`config.mk`:
```
export PLATFORM = sky130hd
export DESIGN_NAME = axi_ram_write_slave
export DESIGN_NICKNAME = d
export VERILOG_FILES = /design/src/rtl/axi_ram_write_slave.sv
export SDC_FILE = /design/constraint.sdc
export NUM_CORES = 1
export LEC_CHECK = 0
export CAP_MARGIN = 20
export CORE_AREA = 2 2 88 90
export DETAILED_ROUTE_END_ITERATION = 6
export DIE_AREA = 0 0 90 92
export PLACE_DENSITY = 0.74
export SETUP_SLACK_MARGIN = 0.2
export SYNTH_ARGS = -nofsm -noshare
export SYNTH_HDL_FRONTEND = slang
export SYNTH_SLANG_ARGS = --single-unit
```
`constraint.sdc`:
```
create_clock -name clk -period 4 [get_ports clk]
set_clock_uncertainty 0.15 [all_clocks]
set_input_delay 1 -clock clk [delete_from_list [all_inputs] [get_ports clk]]
set_output_delay 1 -clock clk [all_outputs]
set_load 0.05 [all_outputs]
```
`src/rtl/axi_ram_write_slave.sv`:
```
// axi_ram_write_slave: AXI4 write slave committing bursts to a word-addressed RAM write port
module axi_ram_write_slave #(
  parameter int ADDR_W     = 16,
  parameter int DATA_W     = 32,
  parameter int ID_W       = 4,
  parameter int RAM_ADDR_W = 8
) (
  input  logic                  clk,
  input  logic                  rst,
  input  logic [ID_W-1:0]       axi_aw_awid,
  input  logic [ADDR_W-1:0]     axi_aw_awaddr,
  input  logic [2:0]            axi_aw_awsize,
  input  logic [7:0]            axi_aw_awlen,
  input  logic [1:0]            axi_aw_awburst,
  input  logic                  axi_aw_awvalid,
  output logic                  axi_aw_awready,
  input  logic [DATA_W-1:0]     axi_w_wdata,
  input  logic [DATA_W/8-1:0]   axi_w_wstrb,
  input  logic                  axi_w_wlast,
  input  logic                  axi_w_wvalid,
  output logic                  axi_w_wready,
  output logic [2:0]            axi_b_bresp,
  output logic [ID_W-1:0]       axi_b_bid,
  output logic                  axi_b_bvalid,
  input  logic                  axi_b_bready,
  output logic                  ram_wr_en,
  output logic [RAM_ADDR_W-1:0] ram_wr_addr,
  output logic [DATA_W-1:0]     ram_wr_data,
  output logic [DATA_W/8-1:0]   ram_wr_mask
);
  typedef enum logic [1:0] {IDLE, DATA, RESP} state_t;
  state_t state, state_nx;
  logic [ID_W-1:0] id;
  logic [7:0] len, cnt;
  logic [1:0] burst, err, aw_err;
  logic [RAM_ADDR_W-1:0] addr;
  logic aw_hs, w_hs, b_hs, at_len, unused;
  assign aw_hs  = axi_aw_awvalid & axi_aw_awready;
  assign w_hs   = axi_w_wvalid & axi_w_wready;
  assign b_hs   = axi_b_bvalid & axi_b_bready;
  assign at_len = cnt == len;
  assign unused = ^axi_aw_awaddr[1:0];
  // out-of-range address wins over unsupported size/burst
  assign aw_err = |axi_aw_awaddr[ADDR_W-1:RAM_ADDR_W+2] ? 2'd3 :
                  (axi_aw_awsize != 3'd2 || axi_aw_awburst[1]) ? 2'd2 : 2'd0;
  always_ff @(posedge clk or posedge rst)
    if (rst) state <= IDLE;
    else state <= state_nx;
  always_comb begin
    state_nx = state == IDLE ? (aw_hs ? DATA : IDLE) :
               state == DATA ? (w_hs && (axi_w_wlast || at_len) ? RESP : DATA) :
               (b_hs ? IDLE : RESP);
  end
  // awready is gated by rst so it stays low for the whole reset pulse
  always_comb begin
    axi_aw_awready = state == IDLE && !rst;
    axi_w_wready   = state == DATA;
    axi_b_bvalid   = state == RESP;
    axi_b_bid      = axi_b_bvalid ? id : '0;
    axi_b_bresp    = axi_b_bvalid ? {1'b0, err} : 3'd0;
  end
  always_ff @(posedge clk or posedge rst)
    if (rst) begin
      id          <= '0;
      len         <= '0;
      cnt         <= '0;
      burst       <= '0;
      err         <= '0;
      addr        <= '0;
      ram_wr_en   <= 1'b0;
      ram_wr_addr <= '0;
      ram_wr_data <= '0;
      ram_wr_mask <= '0;
    end else begin
      ram_wr_en   <= w_hs && err == 2'd0 && |axi_w_wstrb;
      ram_wr_addr <= addr;
      ram_wr_data <= axi_w_wdata;
      ram_wr_mask <= axi_w_wstrb;
      if (aw_hs) begin
        id    <= axi_aw_awid;
        len   <= axi_aw_awlen;
        burst <= axi_aw_awburst;
        addr  <= axi_aw_awaddr[RAM_ADDR_W+1:2];
        err   <= aw_err;
        cnt   <= '0;
      end
      if (w_hs) begin
        cnt <= cnt + 8'd1;
        if (burst == 2'd1) addr <= addr + RAM_ADDR_W'(1);
        if (axi_w_wlast != at_len && err != 2'd3) err <= 2'd2;
      end
    end
endmodule
```
==> results of run 1 <==
## state kept, by name (all words and copies together), names as in the netlist
register	flops
ram_wr_data	32
cnt	8
burst	2
len	8
ram_wr_addr	8
ram_wr_mask	4
addr	8
ram_wr_en	1
id	4
err	2
state	2
## final cells by class
class / count / area [um^2] / area share
Tap cell: 102 / 127.6 / 0.02846
Clock buffer: 9 / 123.9 / 0.02762
Sequential cell: 79 / 1977 / 0.4408
Clock inverter: 7 / 50.05 / 0.01116
Timing Repair Buffer: 131 / 1316 / 0.2935
Inverter: 4 / 16.27 / 0.003627
Multi-Input combinational cell: 153 / 873.3 / 0.1948
## path summary, 6_finish.rpt
kind	start	endpoint	slack, ps	depth (start not counted)
max	state[1]	axi_b_bid[2]	570	3
min	addr[5]	ram_wr_addr[5]	260	0
max reg2reg	state[1]	cnt[5]	2060	4
min reg2reg	addr[5]	ram_wr_addr[5]	260	0
max in group asynchronous	rst	ram_wr_data[25]	2180	4
min in group asynchronous	rst	ram_wr_data[12]	830	2
## through the flow
step	hold WS [ps]	cells
4_1_cts	264.3	484
3_3_place_gp	238.8	468
6_report	264.9	485
3_5_place_dp	242.7	468
2_1_floorplan	223.6	246
5_1_grt	275.5	485
## cell families (layout without fill, tap and decap cells)
group / after synthesis / in the layout / synth area share
AND/OR/NAND/NOR: 105 / 105 / 0.1706
multiplexers: 1 / 1 / 0.003429
XOR/XNOR: 9 / 9 / 0.02701
adder cells (fa/ha/maj): 3 / 3 / 0.01286
other: 1 / 1 / 0.001285
flip-flops: 79 / 79 / 0.6772
AO/OA/AOI/OAI: 34 / 34 / 0.08101
buffers and inverters: 14 / 151 / 0.02657
## Yosys cell counts, types with 2 or more instances
cell	count	area, um^2
buf_2	5	25.02
a21oi_1	7	35.03
clkbuf_1	2	7.510
and2_1	6	37.54
o221a_2	2	22.52
o21a_1	3	22.52
nor2b_1	3	18.77
nand4_1	3	18.77
xor2_1	9	78.83
nand3_1	9	45.04
inv_1	4	15.01
ha_1	3	37.54
o211ai_1	2	15.01
o31ai_1	3	22.52
nor3_1	3	15.01
a31oi_1	3	18.77
buf_6	2	22.52
nand2_1	54	202.7
nor2_1	13	48.80
nor4_1	6	37.54
o21ai_0	8	40.04
dfrtp_1	79	1977
## per-layer routing
layer,up-vias,global-route usage,wire [um]
met5,-,0,0
met4,0,0.07821,133
met3,11,0.03615,328
met2,75,0.3039,3589
met1,1089,0.2127,2809
li1,1096,-,-
## power groups by stage
stage / clock network [mW] / registers (mW) / logic, mW
after floorplan: 0 / 1.30 / 0.436
after global placement: 0 / 1.14 / 0.896
after detailed placement: 0 / 1.15 / 0.914
after CTS: 0.537 / 1.13 / 0.918
after global routing: 0.575 / 1.16 / 0.987
final: 0.523 / 1.13 / 0.910
## placed cells by master (no fill, tap or decap), types with 5 or more instances in the layout
| cell type | instances |
|---|---|
| a21oi_1 | 7 |
| nor2_1 | 13 |
| clkdlybuf4s50_1 | 125 |
| xor2_1 | 9 |
| clkbuf_8 | 9 |
| and2_1 | 6 |
| nor4_1 | 6 |
| nand2_1 | 54 |
| o21ai_0 | 8 |
| buf_4 | 5 |
| dfrtp_1 | 79 |
| nand3_1 | 9 |
## worst max-delay path: stages, from the launching register on
cell	delay, ps
dfrtp_1	510
nor2b_1	410
and2_1	190
clkdlybuf4s50_1	820
==> flow_metrics.py, run 1 <==
metrics = {
    "routing": {
        "post_drt_via_cell_ratio": 4.682,
        "wl_per_cell_um": 14.15,
        "detail-route-antenna-nets": 0,
        "vias": 2271,
        "dr.pass1.iters": 4,
        "drt_wl_total_mm": 6.861,
        "drc": 0,
        "dr.first_iter.drc_count": 73,
    },
    "timing": {
        "fmax_ghz": 0.2913,
        "drv_slew": 0,
        "rsz0062_at_grt": "false",
        "hold_violations": 0,
        "finalCritPeriodShare": 0.8582,
        "slew-limit-headroom": 0.6465,
        "period_needed_ps": 3433,
        "setup_ws_ps": 567.3,
        "tightest_slew_ps": 528.5,
        "setup_violations": 0,
        "setup_tns_ps": 0,
    },
    "setup_path": {
        "crit_type": "flip-flop to output pin",
        "end_kind": "output pin",
        "crit_path_max_fanout": 9,
        "cp_data_required_time_ps": 2850,
        "critical_path_arrival_ps": 2280,
        "worst_setup_path_start_kind": "flip-flop",
    },
    "power": {
        "leakage_nw": 1.948,
        "power_density_mw_per_mm2": 571.8,
        "p_int_mw": 1.565,
        "p_switching_uw": 998.6,
        "peakVddDrop_mv": 0.3369,
        "clockPowerShare": 0.204,
        "swShare": 0.3895,
        "p_comb_frac": 0.355,
        "fin_total_pwr_mw": 2.564,
        "share_seq_of_total_power": 0.441,
    },
    "synth": {
        "synth.avg_cell_area_um2": 11.87,
        "ys_ff_latch": 79,
        "synth_nets": 324,
        "synth_edf_count": 0,
        "syn_area_mm2": 0.002919,
        "yosysSeqAreaShare": 0.6772,
        "synth_warnings": 0,
        "async_flop_share": 1.000,
        "synthCells": 246,
        "synthFlopType": "dfrtp_1",
        "ys_types": 39,
    },
    "die": {
        "num_rows": 32,
        "die_h_um": 92,
        "die_w_um": 90,
        "io-pin-count": 130,
        "initial_utilization": 0.3920,
        "dieArea_mm2": 0.008280,
        "core_area_mm2": 0.007447,
    },
    "placed_design": {
        "place_ws_ps": 861.2,
        "dp_hpwl_mm": 5.059,
        "portBuffers": 126,
        "placed_area_mm2": 0.004283,
        "place_congestion": 0.8167,
    },
    "grt": {
        "antenna_found_initial": 0,
        "grt-ovfl-total": 0,
        "grt_pass1_vias": 2260,
        "grt_pass1_wl_mm": 11.28,
        "grtUsageTotal": 0.1756,
        "grt_max_degree": 58,
    },
    "finish": {
        "areaGrowthSynthToFinish_pct": 53.62,
        "finalCoreUtilization": 0.6022,
        "nNetsFinal": 456,
        "nFillCells": 665,
        "drive_above_1_share": 0.07833,
        "stdcell_area_mm2": 0.004484,
        "diodes": 0,
    },
    "clock_tree": {
        "ctsHoldBuffers": 0,
        "clk_path_buf_depth": 2,
        "post_cts_resized": 0,
        "cts_buffers": 9,
        "cts.sinks": 79,
        "worstSkewPairLatency_ps": 350,
        "path_clk_slew_ps": 80,
        "cts_max_level": 3,
        "cts_setup_buffers": 0,
        "cts_tree": "yes",
        "clockRootBuffer": "clkbuf_8",
    },
    "run": {
        "max_cap_violations": 0,
    },
    "outcome": {
        "status": "complete, no violations",
    },
    "min_path": {
        "hp-class": "flip-flop to flip-flop",
    },
}
No activity file was read; power rests on OpenSTA's default activity.
==> inputs of run 2 (changes only) <==
HOLD_SLACK_MARGIN = 0.1   (was not set)
TNS_END_PERCENT = 20   (was not set)
==> results of run 2 <==
No change in the layout: final DEF, timing and power equal those of run 1.
